<file path="config.mk">
export PLATFORM = sky130hd
export DESIGN_NAME = regfile_ctrl_flat
export DESIGN_NICKNAME = d
export VERILOG_FILES = /design/src/rtl/regfile_ctrl_pkg.sv /design/src/rtl/regfile_ctrl_if.sv /design/src/rtl/regfile_ctrl.sv /design/src/flat_wrapper.sv
export SDC_FILE = /design/constraint.sdc
export NUM_CORES = 1
export LEC_CHECK = 0
export CAP_MARGIN = 20
export CORE_MARGIN = 10
export CORE_UTILIZATION = 45
export DETAILED_ROUTE_END_ITERATION = 10
export GPL_ROUTABILITY_DRIVEN = 0
export GPL_TIMING_DRIVEN = 0
export PLACE_DENSITY = 0.87
export RECOVER_POWER = 50
export SYNTH_ARGS = -nofsm -noshare
export SYNTH_HDL_FRONTEND = slang
export SYNTH_SLANG_ARGS = --single-unit
</file>
<file path="constraint.sdc">
create_clock -name clk -period 3.6 [get_ports clk]
set_clock_uncertainty 0.2 [all_clocks]
set_input_delay 0.36 -clock clk [delete_from_list [all_inputs] [get_ports clk]]
set_output_delay 0.36 -clock clk [all_outputs]
set_load 0.01 [all_outputs]
</file>
<file path="src/rtl/regfile_ctrl_pkg.sv">
// Shared encodings for the register-file controller and its datapath:
// FSM states, instruction op codes, ALU op codes.
package regfile_ctrl_pkg;

    typedef enum logic [2:0] {
        S_IDLE   = 3'd0,
        S_LOAD_A = 3'd1,
        S_LOAD_B = 3'd2,
        S_EXEC   = 3'd3,
        S_WRITE  = 3'd4,
        S_DONE   = 3'd5
    } state_e;

    typedef enum logic [1:0] {
        OP_MOVI = 2'b00,
        OP_MOV  = 2'b01,
        OP_ADD  = 2'b10,
        OP_AND  = 2'b11
    } op_e;

    localparam logic [1:0] ALUOP_ADD = 2'b00;
    localparam logic [1:0] ALUOP_AND = 2'b01;

    // MOVI needs no operands, MOV only needs B, ADD/AND need both.
    function automatic state_e first_state(input op_e op);
        case (op)
            OP_MOVI: first_state = S_WRITE;
            OP_MOV:  first_state = S_LOAD_B;
            default: first_state = S_LOAD_A;
        endcase
    endfunction

endpackage

</file>
<file path="src/rtl/regfile_ctrl_if.sv">
// Request/control bundle between the instruction source (master) and the
// register-file controller (slave).
interface regfile_ctrl_if;
    logic       start;
    logic [1:0] op;
    logic [2:0] rd;
    logic [2:0] rs1;
    logic [2:0] rs2;
    logic       busy;
    logic       done;
    logic [2:0] readnum;
    logic [2:0] writenum;
    logic       write;
    logic       vsel;
    logic       loada;
    logic       loadb;
    logic       loadc;
    logic       asel;
    logic [1:0] aluop;

    modport master (
        output start, op, rd, rs1, rs2,
        input  busy, done, readnum, writenum, write, vsel,
        input  loada, loadb, loadc, asel, aluop
    );

    modport slave (
        input  start, op, rd, rs1, rs2,
        output busy, done, readnum, writenum, write, vsel,
        output loada, loadb, loadc, asel, aluop
    );
endinterface

</file>
<file path="src/rtl/regfile_ctrl.sv">
// Sequences register-file reads, ALU execute and write-back for MOVI/MOV/ADD/AND.
// Latency accept->done: MOVI 2, MOV 4, ADD/AND 5 cycles.
// No queueing: start is only honoured in IDLE; requests while busy are dropped.
module regfile_ctrl
    import regfile_ctrl_pkg::*;
(
    input  logic           clk,
    input  logic           rst_n,
    regfile_ctrl_if.slave  bus
);

    state_e     r_state;
    state_e     w_next_state;
    op_e        r_op;
    logic [2:0] r_rd;
    logic [2:0] r_rs1;
    logic [2:0] r_rs2;
    logic       r_armed;
    logic       w_accept;

    // Blocks acceptance on the first edge after reset release.
    always_ff @(posedge clk or negedge rst_n) begin
        if (!rst_n) r_armed <= 1'b0;
        else        r_armed <= 1'b1;
    end

    assign w_accept = (r_state == S_IDLE) && bus.start && r_armed;

    always_ff @(posedge clk or negedge rst_n) begin
        if (!rst_n) r_state <= S_IDLE;
        else        r_state <= w_next_state;
    end

    always_ff @(posedge clk or negedge rst_n) begin
        if (!rst_n) begin
            r_op  <= OP_MOVI;
            r_rd  <= 3'd0;
            r_rs1 <= 3'd0;
            r_rs2 <= 3'd0;
        end else if (w_accept) begin
            r_op  <= op_e'(bus.op);
            r_rd  <= bus.rd;
            r_rs1 <= bus.rs1;
            r_rs2 <= bus.rs2;
        end
    end

    always_comb begin
        w_next_state = r_state;
        bus.busy     = (r_state != S_IDLE);
        bus.done     = 1'b0;
        bus.readnum  = 3'd0;
        bus.writenum = 3'd0;
        bus.write    = 1'b0;
        bus.vsel     = 1'b0;
        bus.loada    = 1'b0;
        bus.loadb    = 1'b0;
        bus.loadc    = 1'b0;
        bus.asel     = 1'b0;
        bus.aluop    = ALUOP_ADD;
        case (r_state)
            S_IDLE: begin
                if (w_accept) w_next_state = first_state(op_e'(bus.op));
            end
            S_LOAD_A: begin
                bus.readnum  = r_rs1;
                bus.loada    = 1'b1;
                w_next_state = S_LOAD_B;
            end
            S_LOAD_B: begin
                bus.readnum  = r_rs2;
                bus.loadb    = 1'b1;
                w_next_state = S_EXEC;
            end
            S_EXEC: begin
                bus.loadc    = 1'b1;
                bus.asel     = (r_op == OP_MOV);
                bus.aluop    = (r_op == OP_AND) ? ALUOP_AND : ALUOP_ADD;
                w_next_state = S_WRITE;
            end
            S_WRITE: begin
                bus.write    = 1'b1;
                bus.writenum = r_rd;
                bus.vsel     = (r_op == OP_MOVI);
                w_next_state = S_DONE;
            end
            S_DONE: begin
                bus.done     = 1'b1;
                w_next_state = S_IDLE;
            end
            default: w_next_state = S_IDLE;
        endcase
    end

endmodule

</file>
<file path="src/flat_wrapper.sv">
// flat-port wrapper written by rule: the top's interface ports become plain ports
module regfile_ctrl_flat import regfile_ctrl_pkg::*;
  (clk, rst_n, bus_start, bus_op, bus_rd, bus_rs1, bus_rs2, bus_busy, bus_done, bus_readnum, bus_writenum, bus_write, bus_vsel, bus_loada, bus_loadb, bus_loadc, bus_asel, bus_aluop);
  regfile_ctrl_if bus_i ();
  input  logic clk;
  input  logic rst_n;
  input wire logic [$bits(bus_i.start)-1:0] bus_start;
  input wire logic [$bits(bus_i.op)-1:0] bus_op;
  input wire logic [$bits(bus_i.rd)-1:0] bus_rd;
  input wire logic [$bits(bus_i.rs1)-1:0] bus_rs1;
  input wire logic [$bits(bus_i.rs2)-1:0] bus_rs2;
  output wire logic [$bits(bus_i.busy)-1:0] bus_busy;
  output wire logic [$bits(bus_i.done)-1:0] bus_done;
  output wire logic [$bits(bus_i.readnum)-1:0] bus_readnum;
  output wire logic [$bits(bus_i.writenum)-1:0] bus_writenum;
  output wire logic [$bits(bus_i.write)-1:0] bus_write;
  output wire logic [$bits(bus_i.vsel)-1:0] bus_vsel;
  output wire logic [$bits(bus_i.loada)-1:0] bus_loada;
  output wire logic [$bits(bus_i.loadb)-1:0] bus_loadb;
  output wire logic [$bits(bus_i.loadc)-1:0] bus_loadc;
  output wire logic [$bits(bus_i.asel)-1:0] bus_asel;
  output wire logic [$bits(bus_i.aluop)-1:0] bus_aluop;
  assign bus_i.start = bus_start;
  assign bus_i.op = bus_op;
  assign bus_i.rd = bus_rd;
  assign bus_i.rs1 = bus_rs1;
  assign bus_i.rs2 = bus_rs2;
  assign bus_busy = bus_i.busy;
  assign bus_done = bus_i.done;
  assign bus_readnum = bus_i.readnum;
  assign bus_writenum = bus_i.writenum;
  assign bus_write = bus_i.write;
  assign bus_vsel = bus_i.vsel;
  assign bus_loada = bus_i.loada;
  assign bus_loadb = bus_i.loadb;
  assign bus_loadc = bus_i.loadc;
  assign bus_asel = bus_i.asel;
  assign bus_aluop = bus_i.aluop;
  regfile_ctrl u_core (.clk(clk), .rst_n(rst_n), .bus(bus_i));
endmodule
</file>
==> metrics.csv <==
stage,metric,value,unit
detailed_routing,route.vias.total,578,
detailed_routing,drtIter0Drc,13,
floorplan,dieArea,0.00378,mm²
clock_network,holdBufCountCts,0,
floorplan,num_rows,14,
setup_path,crit_path_end_kind,primary output,
clock_network,cts_num_sinks,15,
synthesis,synth-seq-cells,15,
sta,worstMarginPinSlew,770,ps
pwr,power.density,750,mW/mm²
floorplan,die_h,61.5,µm
clock_network,ctsResizeCount,0,
placed_design,dp_hpwl,1390,µm
synthesis,ys.warnings.count,0,
setup_path,path_class,flop to primary output,
clock_network,cts_tree,built,
layout,area_growth,37.2,%
setup_path,reg2reg_depth,5,
detailed_routing,antenna_left,0,
floorplan,core,0.00156,mm²
clock_network,cts_max_path_buffers,2,
setup_path,r2r_start,u_core.r_state[1],
detailed_routing,detail_route.first_pass.iterations,4,
clock_network,cts_setup_buffers,0,
run,cap_viol_max_count,0,
global_route,grt.overflow.total,0,
synthesis,syn_area,774,µm²
setup_path,cp.required,3040,ps
sta,max_freq,0.363,GHz
detailed_routing,via_per_inst,5.40,
layout,regArea,375,µm²
synthesis,yosysUniqueCellTypes,24,
sta,min_period,2750,ps
sta,drv_slew,0,
worst_hold_path,hold_end,u_core.r_rd[1],
synthesis,synth_fp_nets,73,
setup_path,cp_max_fo,9,
detailed_routing,routed_wl,1750,µm
pwr,vdd_drop_max,0.000392,V
sta,hold_viol_final,0,
setup_path,start_kind,flop,
synthesis,synth.avg_cell_area,13.1,µm²
placed_design,place.port_buffers,28,
floorplan,start_util,0.497,
setup_path,worst-path-buf-inv,2,
global_route,grt_max_degree,16,
sta,rsz0062_at_grt,no,
clock_network,htree_levels,1,
global_route,grt.total_usage,0.108,
setup_path,worstReg2RegEnd,u_core.r_rd[1],
setup_path,arrival,2190,ps
sta,fin_crit_sh,0.764,
worst_hold_path,hp-class,flop to flop,
sta,slew-limit-headroom,0.487,
floorplan,ios,30,
setup_path,max_stage_delay,580,ps
detailed_routing,post-route-drc-count,0,
synthesis,synthCells,59,
layout,nNetsFinal,106,
worst_hold_path,hp-start,u_core.r_rd[1],
floorplan,die_w,61.5,µm
layout,nFillCells,110,
run_status,outcome,"finished, final reports clean",
pwr,leakagePower,0.470,nW
global_route,grt_pass1_vias,626,
worst_hold_path,whs_path_depth,1,
layout,drive_gt1_frac,0.187,
setup_path,reg2reg_setup_slack,1160,ps
clock_network,clk_latency,290,ps
clock_network,cts-root-buf,clkbuf_4,
setup_path,crit_family,simple AND/OR/NAND/NOR gates,
layout,multi_input_area,340,µm²
sta,fin_setup_tns,0,ps
global_route,antenna_found_initial,0,
sta,setup_viol,0,
synthesis,synth-seq-area-share,0.485,
pwr,total_power,0.796,mW
layout,mostFrequentLayoutCells,"27 x clkdlybuf4s50_1, 15 x dfrtp_1, 9 x mux2_4",
layout,antennaDiodeCount,0,
setup_path,path_cells,"clkbuf_1, nor2_1, and2_0, nor3b_1, clkdlybuf4s50_1",
global_route,grt_pass1_wl,2990,µm
detailed_routing,wl_per_cell,16.3,µm
clock_network,clk_pin_slew,90,ps
clock_network,cts-buffers-inserted,3,
setup_path,cp_slowest_cell,clkdlybuf4s50_1,
layout,layout_commonest_cell,clkdlybuf4s50_1,
state kept, by name, summed over array words and instances (netlist names):
name	flops
u_core.r_rs1	3
u_core.r_op	2
u_core.r_rs2	3
u_core.r_state	3
u_core.r_armed	1
u_core.r_rd	3
how the worst max path moves through the flow:
stage / start / endpoint / cells after the start
finish: u_core.r_state[1] / bus_vsel / 5
global placement: u_core.r_state[2] / bus_readnum[2] / 4
detailed placement: u_core.r_state[1] / bus_vsel / 5
global route: u_core.r_state[1] / bus_vsel / 5
floorplan: u_core.r_state[2] / bus_readnum[0] / 3
CTS: u_core.r_state[2] / bus_readnum[2] / 4
kinds of logic after synthesis:
family,after synthesis,share of synthesized area
AOI/OAI and AO/OA,8,0.0840
buffers and inverters,4,0.0549
DFF,15,0.485
muxes,11,0.208
other,2,0.00970
and+or+nand+nor,19,0.158
Yosys cell counts:
cell type,instances,area (µm²)
nor3_1,1,5.00
mux2_2,1,11.3
nor2_1,3,11.3
nand2_1,3,11.3
or3_4,1,11.3
and3b_2,1,10.0
clkbuf_1,1,3.75
nand4b_1,1,8.76
and2_1,1,6.26
buf_6,1,11.3
buf_4,1,7.51
a211oi_1,1,7.51
a311oi_1,1,8.76
nor3b_1,3,22.5
and3_1,4,25.0
nor2_4,1,11.3
a211o_1,1,8.76
a22o_1,3,26.3
a21o_2,1,8.76
dfrtp_1,15,375
buf_12,1,20.0
mux2_4,10,150
a21oi_1,1,5.00
conb_1,2,7.51
layer usage:
metal | GRT usage | routed length [µm] | part of all wire
met3 | 0.0576 | 193 | 0.11
met1 | 0.115 | 738 | 0.42
met2 | 0.167 | 765 | 0.44
met5 | 0 | 0 | 0
met4 | 0.0637 | 48 | 0.028
report_power, final:
part / leakage [nW] / internal (mW) / total (mW) / switching (mW)
registers: 0.181 / 0.247 / 0.304 / 0.0570
clock network: 0.0177 / 0.0413 / 0.0960 / 0.0547
logic: 0.272 / 0.243 / 0.396 / 0.153
total: 0.470 / 0.532 / 0.796 / 0.265
cell type report:
class,count,area share
sequential,15,0.353
multi-input combinational,40,0.320
timing repair buffer,28,0.264
clock buffer,3,0.0212
tap,16,0.0188
buffer,4,0.0177
clock inverter,1,0.00471
through the flow:
stage	hold WS [ps]	cells	worst slack (ps)	area (µm²)	utilization
after global placement	287	103	1240	1070	0.689
after global routing	328	107	630	1060	0.681
final	296	107	848	1060	0.681
after CTS	282	107	896	1100	0.707
after floorplan	-136	59	1730	774	-
after detailed placement	294	103	1250	1070	0.689
No activity file was read; power rests on OpenSTA's default activity.
